### src/rtl/clock_rst_seq.sv
// Reset sequencer for MMCM clock generators: pulses the MMCM reset, waits for a
// qualified lock (with timeout/retry) and only then releases the system reset.
module clock_rst_seq #(
   parameter int unsigned RST_CYCLES    = 8,
   parameter int unsigned LOCK_TIMEOUT  = 100000,
   parameter int unsigned STABLE_CYCLES = 16,
   parameter int unsigned CNT_W         = 20,
   parameter int unsigned RETRY_W       = 4
) (
   input  logic               clk_100m,
   input  logic               rst_n,
   input  logic               clk_locked,
   output logic               mmcm_rst,
   output logic               sys_rst,
   output logic               ready,
   output logic [RETRY_W-1:0] retries,
   output logic               lock_lost
);

   localparam logic [CNT_W-1:0] RST_LAST    = CNT_W'(RST_CYCLES - 1);
   localparam logic [CNT_W-1:0] TIMEOUT_LAST = CNT_W'(LOCK_TIMEOUT - 1);
   localparam logic [CNT_W-1:0] STABLE_LAST = CNT_W'(STABLE_CYCLES - 1);

   typedef enum logic [1:0] {
      RESET_MMCM = 2'd0,
      WAIT_LOCK  = 2'd1,
      STABLE     = 2'd2,
      RUN        = 2'd3
   } state_t;

   state_t             r_state;
   logic [CNT_W-1:0]   r_cnt;
   logic               r_lock_meta;
   logic               r_lock_s;

   state_t             w_next;
   logic               w_timeout;
   logic               w_lost;

   // Next-state decode; lock takes priority over the timeout in WAIT_LOCK
   always_comb begin
      w_next    = r_state;
      w_timeout = 1'b0;
      w_lost    = 1'b0;
      case (r_state)
         RESET_MMCM: begin
            if (r_cnt == RST_LAST) w_next = WAIT_LOCK;
         end
         WAIT_LOCK: begin
            if (r_lock_s) begin
               w_next = STABLE;
            end else if (r_cnt == TIMEOUT_LAST) begin
               w_next    = RESET_MMCM;
               w_timeout = 1'b1;
            end
         end
         STABLE: begin
            if (!r_lock_s)                w_next = WAIT_LOCK;
            else if (r_cnt == STABLE_LAST) w_next = RUN;
         end
         RUN: begin
            if (!r_lock_s) begin
               w_next = RESET_MMCM;
               w_lost = 1'b1;
            end
         end
         default: w_next = RESET_MMCM;
      endcase
   end

   // State, counter, synchroniser and outputs decoded from the next state
   always_ff @(posedge clk_100m or negedge rst_n) begin
      if (!rst_n) begin
         r_state     <= RESET_MMCM;
         r_cnt       <= '0;
         r_lock_meta <= 1'b0;
         r_lock_s    <= 1'b0;
         mmcm_rst    <= 1'b1;
         sys_rst     <= 1'b1;
         ready       <= 1'b0;
         retries     <= '0;
         lock_lost   <= 1'b0;
      end else begin
         r_lock_meta <= clk_locked;
         r_lock_s    <= r_lock_meta;
         r_state     <= w_next;
         if (w_next != r_state) r_cnt <= '0;
         else                   r_cnt <= r_cnt + CNT_W'(1);
         mmcm_rst <= (w_next == RESET_MMCM);
         sys_rst  <= (w_next != RUN);
         ready    <= (w_next == RUN);
         if (w_timeout && (retries != '1)) retries <= retries + RETRY_W'(1);
         if (w_lost) lock_lost <= 1'b1;
      end
   end

endmodule

### config.mk
export PLATFORM = sky130hd
export DESIGN_NAME = clock_rst_seq
export DESIGN_NICKNAME = d
export VERILOG_FILES = /design/src/rtl/clock_rst_seq.sv
export SDC_FILE = /design/constraint.sdc
export NUM_CORES = 1
export LEC_CHECK = 0
export BUFFER_PORTS_ARGS = -buffer_cell sky130_fd_sc_hd__buf_4
export CORE_MARGIN = 2
export CORE_UTILIZATION = 40
export CTS_CLUSTER_SIZE = 20
export DETAILED_ROUTE_END_ITERATION = 12
export GPL_TIMING_DRIVEN = 0
export PLACE_DENSITY = 0.68
export SYNTH_ARGS = -nofsm -noshare
export SYNTH_HDL_FRONTEND = slang
export SYNTH_SLANG_ARGS = --single-unit
### constraint.sdc
create_clock -name clk_100m -period 5.6 [get_ports clk_100m]
set_input_delay 0.56 -clock clk_100m [delete_from_list [all_inputs] [get_ports clk_100m]]
set_output_delay 0.56 -clock clk_100m [all_outputs]
set_load 0.02 [all_outputs]
After elaboration in Yosys (flattened, before gate mapping)
Cells that the tools add are included.
Widths: inputs -> output; s select.
{ "word_totals": {"ff_bits": 32, "output_inout_bits": 8, "mem_bits_ro": 0, "ram_bits": 0, "latchBits": 0, "input_bits": 3, "n_memories": 0, "word_cells": 37} }
{ "op_classes": {"mul": 0, "eq_ne": 10, "addsub": 2, "bitwise": 0, "order_cmp": 0, "muxes": 13, "div": 0, "n_reduce_logical": 3, "shift": 0} }
{ "op_table": {"columns": ["operator", "n"], "rows": [
  ["$add 20x1->20 const B", 1],
  ["$eq 20x17->1 const B", 1],
  ["$eq 20x3->1 const B", 1],
  ["$eq 20x4->1 const B", 1],
  ["$mux 20", 1],
  ["$mux 2", 6],
  ["$pmux 2 s4", 1],
  ["$eq 2x2->1 const B", 3],
  ["$mux 1", 5],
  ["$add 4x1->4 const B", 1],
  ["$logic_not 2->1", 2],
  ["$ne 4x4->1 const B", 1],
  ["$eq 2x1->1 const B", 1],
  ["$ne 2x2->1", 1],
  ["$ne 2x2->1 const B", 1],
  ["$logic_and 1x1->1", 1]
]} }

Logic depth before layout (Yosys ltp)
Gate-level depths: netlist of the first run.
{ "logic_depth": {"word_depth": 6, "mapped_depth": 7, "depth_no_buf": 6} }

Worst setup path after synthesis of the first run
No wires, ideal clock.
{ "synth_path": {"kind": "reg-to-reg", "startpoint": "register r_cnt[12]", "endpoint": "register retries[1]", "path_buffers": 0, "synth_period_minus_slack_ps": 2042, "slack_ps": 3558, "t_arrival_ps": 1917, "path_stages_with_launch": 6, "required_ps": 5475, "setup_time_ps": 125, "cell_sequence": "dfrtp_1 -> or4_4 -> nor4_4 -> nor4b_4 -> nand2_2 -> mux2_4"} }
{ "synth_via": {"elab_chain_cells": 5} }
{ "synth_rtl": {"columns": ["element", "line_no", "rtl"], "rows": [
  ["start: declaration", "32", "logic [CNT_W-1:0] r_cnt;"],
  ["start signal: assignment", "88", "else r_cnt <= r_cnt + CNT_W'(1);"],
  ["$eq 20x17->1", "52", "end else if (r_cnt == TIMEOUT_LAST) begin"],
  ["$mux 1", "52", null],
  ["$mux 1", "50", "if (r_lock_s) begin"],
  ["$mux 1", "45", "case (r_state)"],
  ["$logic_and 1x1->1", "92", "if (w_timeout && (retries != '1)) retries <= retries + RETRY_W'(1);"],
  ["end signal: assignment", "92", null],
  ["end: declaration", "16", "output logic [RETRY_W-1:0] retries,"]
]} }
No other way between the ends.
A chain may end at the register's enable or synchronous reset.

Worst setup path after layout of the first run
{ "layout_path": {"startpoint": "register r_cnt[5]", "endpoint": "register r_cnt[8]"} }
{ "layout_via": {"elab_chain_cells": 6, "word_cells_on_any_way": 12, "cone_classes": "1 x add/sub; 4 x eq/ne; 7 x mux"} }
{ "layout_rtl": {"columns": ["element", "line_no", "rtl"], "rows": [
  ["$eq 20x4->1 or $eq 20x17->1 (tied branches)", "59, 52", null],
  ["$mux 2 (on tied branches)", "59, 52", null],
  ["$mux 2 (on tied branches)", "58, 50", null],
  ["$pmux 2 s4", "45", null],
  ["$ne 2x2->1", "87", "if (w_next != r_state) r_cnt <= '0;"],
  ["$mux 20 (*)", "87", null]
]} }
Every way passes the cells marked *; elsewhere a longest branch is shown, timed or not.

==> flow_metrics.tcl, run 1 <==
set metrics [dict create \
    syn_area_per_cell_um2 10.1 \
    grt_max_degree 33 \
    hpwl_um 2040 \
    grt_pass1_vias 1157 \
    regArea_um2 803 \
    ys_seq_elements 32 \
    fin_area_um2 1810 \
    synthCells 155 \
    netlist_area_um2 1570 \
    regToRegStartpoint "r_cnt[5]" \
    cp_top_family "simple AND/OR/NAND/NOR gates" \
    crit_required_ns 5.77 \
    cts_hold_buf 0 \
    critPathKind "register to register" \
    maxCapViolations 0 \
    relSlewSlack_pct 56.6 \
    p_total_uw 639 \
    multi_input_area_um2 708 \
    cts_sinks 32 \
    syn_to_final_growth_pct 15.5 \
    outcome "finished, final reports clean" \
    synthesis.nets 160 \
    fmax_mhz 443 \
    cts_resized 0 \
    critPathSlowestCell "nor4_1" \
    clkLatencyLatePin_ns 0.28 \
    first_pass_iters 4 \
    grt_usage_pct 15.5 \
    synth_top_area_cell "dfrtp_1" \
    cts_post_setup_buffers_inserted 0 \
    endpoint_kind "register" \
    yosys-top-cells-count "dfrtp_1 (30), nor2_1 (29), xor2_1 (13)" \
    wl_per_cell_um 12.9 \
    maxSlewViolCount 0 \
    antenna_found_initial 0 \
    place_inst 213 \
    yosys.area.top_type_share_pct 47.9 \
    powerDensity_nw_per_um2 353 \
    cts_buffer_depth 2 \
    drt-met1-wl_um 1310 \
    vdd_drop_max_v 0.000127 \
    fillers 344 \
    rows 22 \
    nets 177 \
    r2r_end "r_cnt[8]" \
    htreeDepth 2 \
    ioPinCount 11 \
    grt_setup_unrepaired "no" \
    finalSetupTns_ns 0 \
    dr_wl_met3_um 97 \
    tightest_slew_ns 0.646 \
    finalCritPeriodShare_pct 40.3 \
    setup_viol 0 \
    hold_ws_ns 0.201 \
    initial_core_util_pct 42.2 \
    place_congestion 0.860 \
    grt_pass1_wl_um 5090 \
    worst-path-buf-inv 2 \
    port-buffer-count 10 \
    worst_r2r_path_depth 7 \
    slowest_delay_ns 0.58 \
    clk_pin_slew_ns 0.07 \
    diodes 0 \
    wl_met2_um 1340 \
    ys_types 34 \
    start_kind "register" \
    layout-drive-gt1-share_pct 17.3 \
    overflow 0 \
    stdcell_count 221 \
    crit_chain "clkbuf_1 > nor4_1 > nand4_1 > o21ai_1 > a311o_2 > buf_4 > nor2_1" \
    regToRegSetupSlack_ns 3.34 \
    numCtsBuffers 5 \
    hold_path.class "input port to async pin" \
    yosysSeqAreaShare_pct 51.2 \
    drtIter0Drc 53 \
    cts_tree "built" \
    synth-edff-count 0 \
    power_leakage_uw 0.000819 \
    async_reset_ff_share_pct 100 \
    wirelength_um 2850 \
    clock_skew_ns 0.00506 \
    coreArea_um2 3720 \
    vias 1142 \
    hold_viol_final 0 \
    die_w_um 66.6 \
    crit_arrival_ns 2.43 \
    die_h_um 66.6 \
    via_per_inst 5.17 \
    synth_warnings 0 \
    dieArea_um2 4440 \
    antenna_left 0 \
    period_minus_slack_ns 2.26 \
    path_max_fanout 10 \
    synthFlopType "dfrtp_1" \
    yosysMostFrequentCell "dfrtp_1" \
    drc 0 \
    synth_area_leaders "dfrtp_1 (48%), xor2_1 (7.3%), nor2_1 (6.9%)" \
    root_buffer "clkbuf_8" \
    post_dp_cell_area_um2 1700 \
    top_layer "met4" \
]
layer usage:
metal	vias to the layer above	track usage (%)
met4	0	9.69
met5	-	0
met3	10	4.56
met1	547	19.0
met2	22	23.8
li1	563	-
worst register-to-register path, stage by stage, from the launching register on:
cell,delay (ns)
dfrtp_1,0.36
clkbuf_1,0.17
nor4_1,0.58
nand4_1,0.35
o21ai_1,0.25
a311o_2,0.20
buf_4,0.17
nor2_1,0.06
logic make-up (layout without fill, tap and decap cells):
logic type	Yosys count	in the layout	share of synthesized area (%)
AOI/OAI and AO/OA	13	13	5.59
xor gates and xnor gates	21	21	11.7
adders and majority gates	2	2	1.60
buffers and inverters	12	30	3.59
DFF	32	32	51.2
muxes	1	1	0.957
and+or+nand+nor	74	74	25.3
power breakdown:
part	internal [µW]	switching [µW]	leakage [µW]	total (µW)
combinational	57.8	90.1	0.000338	148
sequential	260	17.0	0.000426	277
clock	132	82.3	0.0000552	214
total	450	189	0.000819	639
state kept, by name, summed over array words and instances, names as in the netlist:
signal and cells:
lock_lost 1, sys_rst 1, r_cnt 20, r_state 2
ready 1, r_lock_meta 1, r_lock_s 1, retries 4
mmcm_rst 1
worst max-delay path by stage:
stage	from	endpoint	cells past startpoint
after floorplan	r_cnt[12]	retries[1]	5
after global routing	r_cnt[5]	r_cnt[7]	7
after CTS	r_cnt[5]	r_cnt[8]	7
after detailed placement	r_cnt[12]	retries[1]	5
final	r_cnt[5]	r_cnt[8]	7
after global placement	r_cnt[12]	retries[1]	5
per-stage QoR:
stage	setup WS (ns)	util (%)
floorplan	3.56	-
global placement	3.43	45.8
detailed placement	3.42	45.8
CTS	3.40	48.7
global route	3.19	48.7
finish	3.34	48.7
cell usage in the layout (no fill, tap or decap), drive strengths merged:
cell | netlist | final
a21o | 1 | 1
a21oi | 2 | 2
a311o | 1 | 1
a31oi | 1 | 1
a41oi | 1 | 1
and3 | 1 | 1
and3b | 1 | 1
buf | 3 | 13
bufinv | 0 | 1
clkbuf | 4 | 10
clkinv | 0 | 1
dfrtp | 30 | 30
dfstp | 2 | 2
ha | 2 | 2
inv | 5 | 5
mux2 | 1 | 1
nand2 | 10 | 10
nand2b | 1 | 1
nand3 | 12 | 12
nand4 | 6 | 6
nor2 | 29 | 29
nor3 | 4 | 4
nor4 | 7 | 7
nor4b | 1 | 1
o211ai | 1 | 1
o21ai | 4 | 4
o31ai | 1 | 1
o32ai | 1 | 1
or4 | 2 | 2
xnor2 | 8 | 8
xor2 | 13 | 13
area by class of cell:
type,instances,share of cell area (%)
plain buffers,7,2.07
clock buffers,6,4.01
clock inverters,2,1.94
inverters,5,1.04
multi-input cells,111,39.1
flip-flops and latches,32,44.4
well taps,48,3.32
repair buffers,10,4.15
No activity file was read; power rests on OpenSTA's default activity.
==> run 2: changes to the inputs <==
clock period = 2.2 ns   (was 5.6 ns; I/O delays follow)
==> flow_metrics.tcl, run 2 (synthesized netlist as in run 1, its figures left out) <==
set metrics [dict create \
    outcome "finished, final reports clean" \
    regToRegStartpoint "r_cnt[12]" \
    regMostFlops "r_cnt" \
    reg_top3 "r_cnt x20, retries x4, r_state x2" \
    nets 179 \
    setup_viol 0 \
    largest_reg_flops 20 \
    port-buffer-count 10 \
    ioPinCount 11 \
    vdd_drop_max_v 0.000325 \
    first_pass_iters 4 \
    grt_pass1_wl_um 5090 \
    die_w_um 66.6 \
    via_per_inst 5.16 \
    dieArea_um2 4440 \
    diodes 0 \
    cts_tree "built" \
    maxCapViolations 0 \
    fillers 337 \
    initial_core_util_pct 42.2 \
    min_from "clk_locked" \
    rows 22 \
    hold_depth 1 \
    grt_setup_unrepaired "no" \
    cts_buffer_depth 2 \
    place_congestion 0.860 \
    hold_viol_final 0 \
    clkLatencyLatePin_ns 0.29 \
    syn_to_final_growth_pct 17.6 \
    powerDensity_nw_per_um2 885 \
    cts_sinks 32 \
    grt_max_degree 33 \
    relSlewSlack_pct 56.7 \
    fmax_mhz 491 \
    vias 1150 \
    layout_commonest_cell "dfrtp_1" \
    path_max_fanout 4 \
    finalCritPeriodShare_pct 92.7 \
    fin_area_um2 1840 \
    die_h_um 66.6 \
    tightest_slew_ns 0.645 \
    drtIter0Drc 93 \
    hpwl_um 2040 \
    post_dp_cell_area_um2 1700 \
    grt_pass1_vias 1157 \
    antenna_found_initial 0 \
    r2r_end "retries[1]" \
    endpoint_kind "register" \
    hold_path.class "input port to register" \
    final_util_pct 49.6 \
    drc 0 \
    antenna_left 0 \
    layout_common_cells "dfrtp_1 (30), nor2_1 (29), buf_4 (14), xor2_1 (13), nand3_1 (11)" \
    power_leakage_uw 0.000837 \
    crit_arrival_ns 2.21 \
    layout-drive-gt1-share_pct 18.3 \
    min_delay_worst_endpoint "r_lock_meta" \
    crit_required_ns 2.37 \
    clk_pin_slew_ns 0.06 \
    period_minus_slack_ns 2.04 \
    clock_skew_ns 0.00455 \
    wirelength_um 2970 \
    worst_slack_ns 0.161 \
    crit_path_start "r_cnt[12]" \
    start_kind "register" \
    coreArea_um2 3720 \
    regToRegSetupSlack_ns 0.16 \
    place_ws_ns 0.0160 \
    worst_r2r_path_depth 5 \
    numCtsBuffers 5 \
    overflow 0 \
    finalSetupTns_ns 0 \
    critPathKind "register to register" \
    grt_usage_pct 15.5 \
    root_buffer "clkbuf_8" \
    htreeDepth 2 \
    wl_per_cell_um 13.3 \
    maxSlewViolCount 0 \
]
## run 2: power breakdown
part           leakage (µW)  internal, µW  total, µW  switching [µW]
sequential         0.000426           663        707            43.6
clock             0.0000552           336        548             212
combinational      0.000355           148        377             230
## run 2: per-layer routing
layer,global-route usage [%],routed length [µm]
met4,9.69,98
met3,4.56,92
met1,19.0,1370
met5,0,0
met2,23.8,1410
## run 2: layout make-up
type | instances | area (µm²) | share of cell area, %
Tap cell | 48 | 60.1 | 3.26
Clock buffer | 6 | 72.6 | 3.94
Clock inverter | 2 | 35.0 | 1.90
Inverter | 5 | 18.8 | 1.02
Sequential cell | 32 | 803 | 43.6
Buffer | 7 | 37.5 | 2.04
Timing Repair Buffer | 12 | 92.6 | 5.02
Multi-Input combinational cell | 111 | 723 | 39.2
## run 2: worst max-delay path by stage
stage / to / slack (ns) / depth (start not counted)
floorplan: retries[1] / 0.16 / 5
global placement: retries[1] / 0.03 / 5
detailed placement: retries[1] / 0.02 / 5
CTS: r_cnt[8] / 0.0004 / 7
global route: r_cnt[7] / 0.06 / 7
finish: retries[1] / 0.16 / 5
## run 2: stage by stage
stage	std cells	total power [µW]	hold WS, ns
3_3_place_gp	213	1080	0.170
3_5_place_dp	213	1100	0.176
6_report	223	1630	0.0386
5_1_grt	223	1720	0.0319
2_1_floorplan	155	987	-0.0756
4_1_cts	222	1650	0.0361
## run 2: repair_timing
item / in CTS / in global routing
hold buffers: 1 / 0
endpoints found under the setup margin: 0 / 25
gates resized for setup: 0 / 2
setup buffers: 0 / 1
endpoints found under the hold margin: 30 / 0
## run 2: worst max-delay path, cell delays in order (launching register included)
cell and delay [ns]:
dfrtp_1 0.41, or4_4 0.56, nor4_4 0.18, nor4b_4 0.33, nand2_2 0.12, mux2_4 0.31
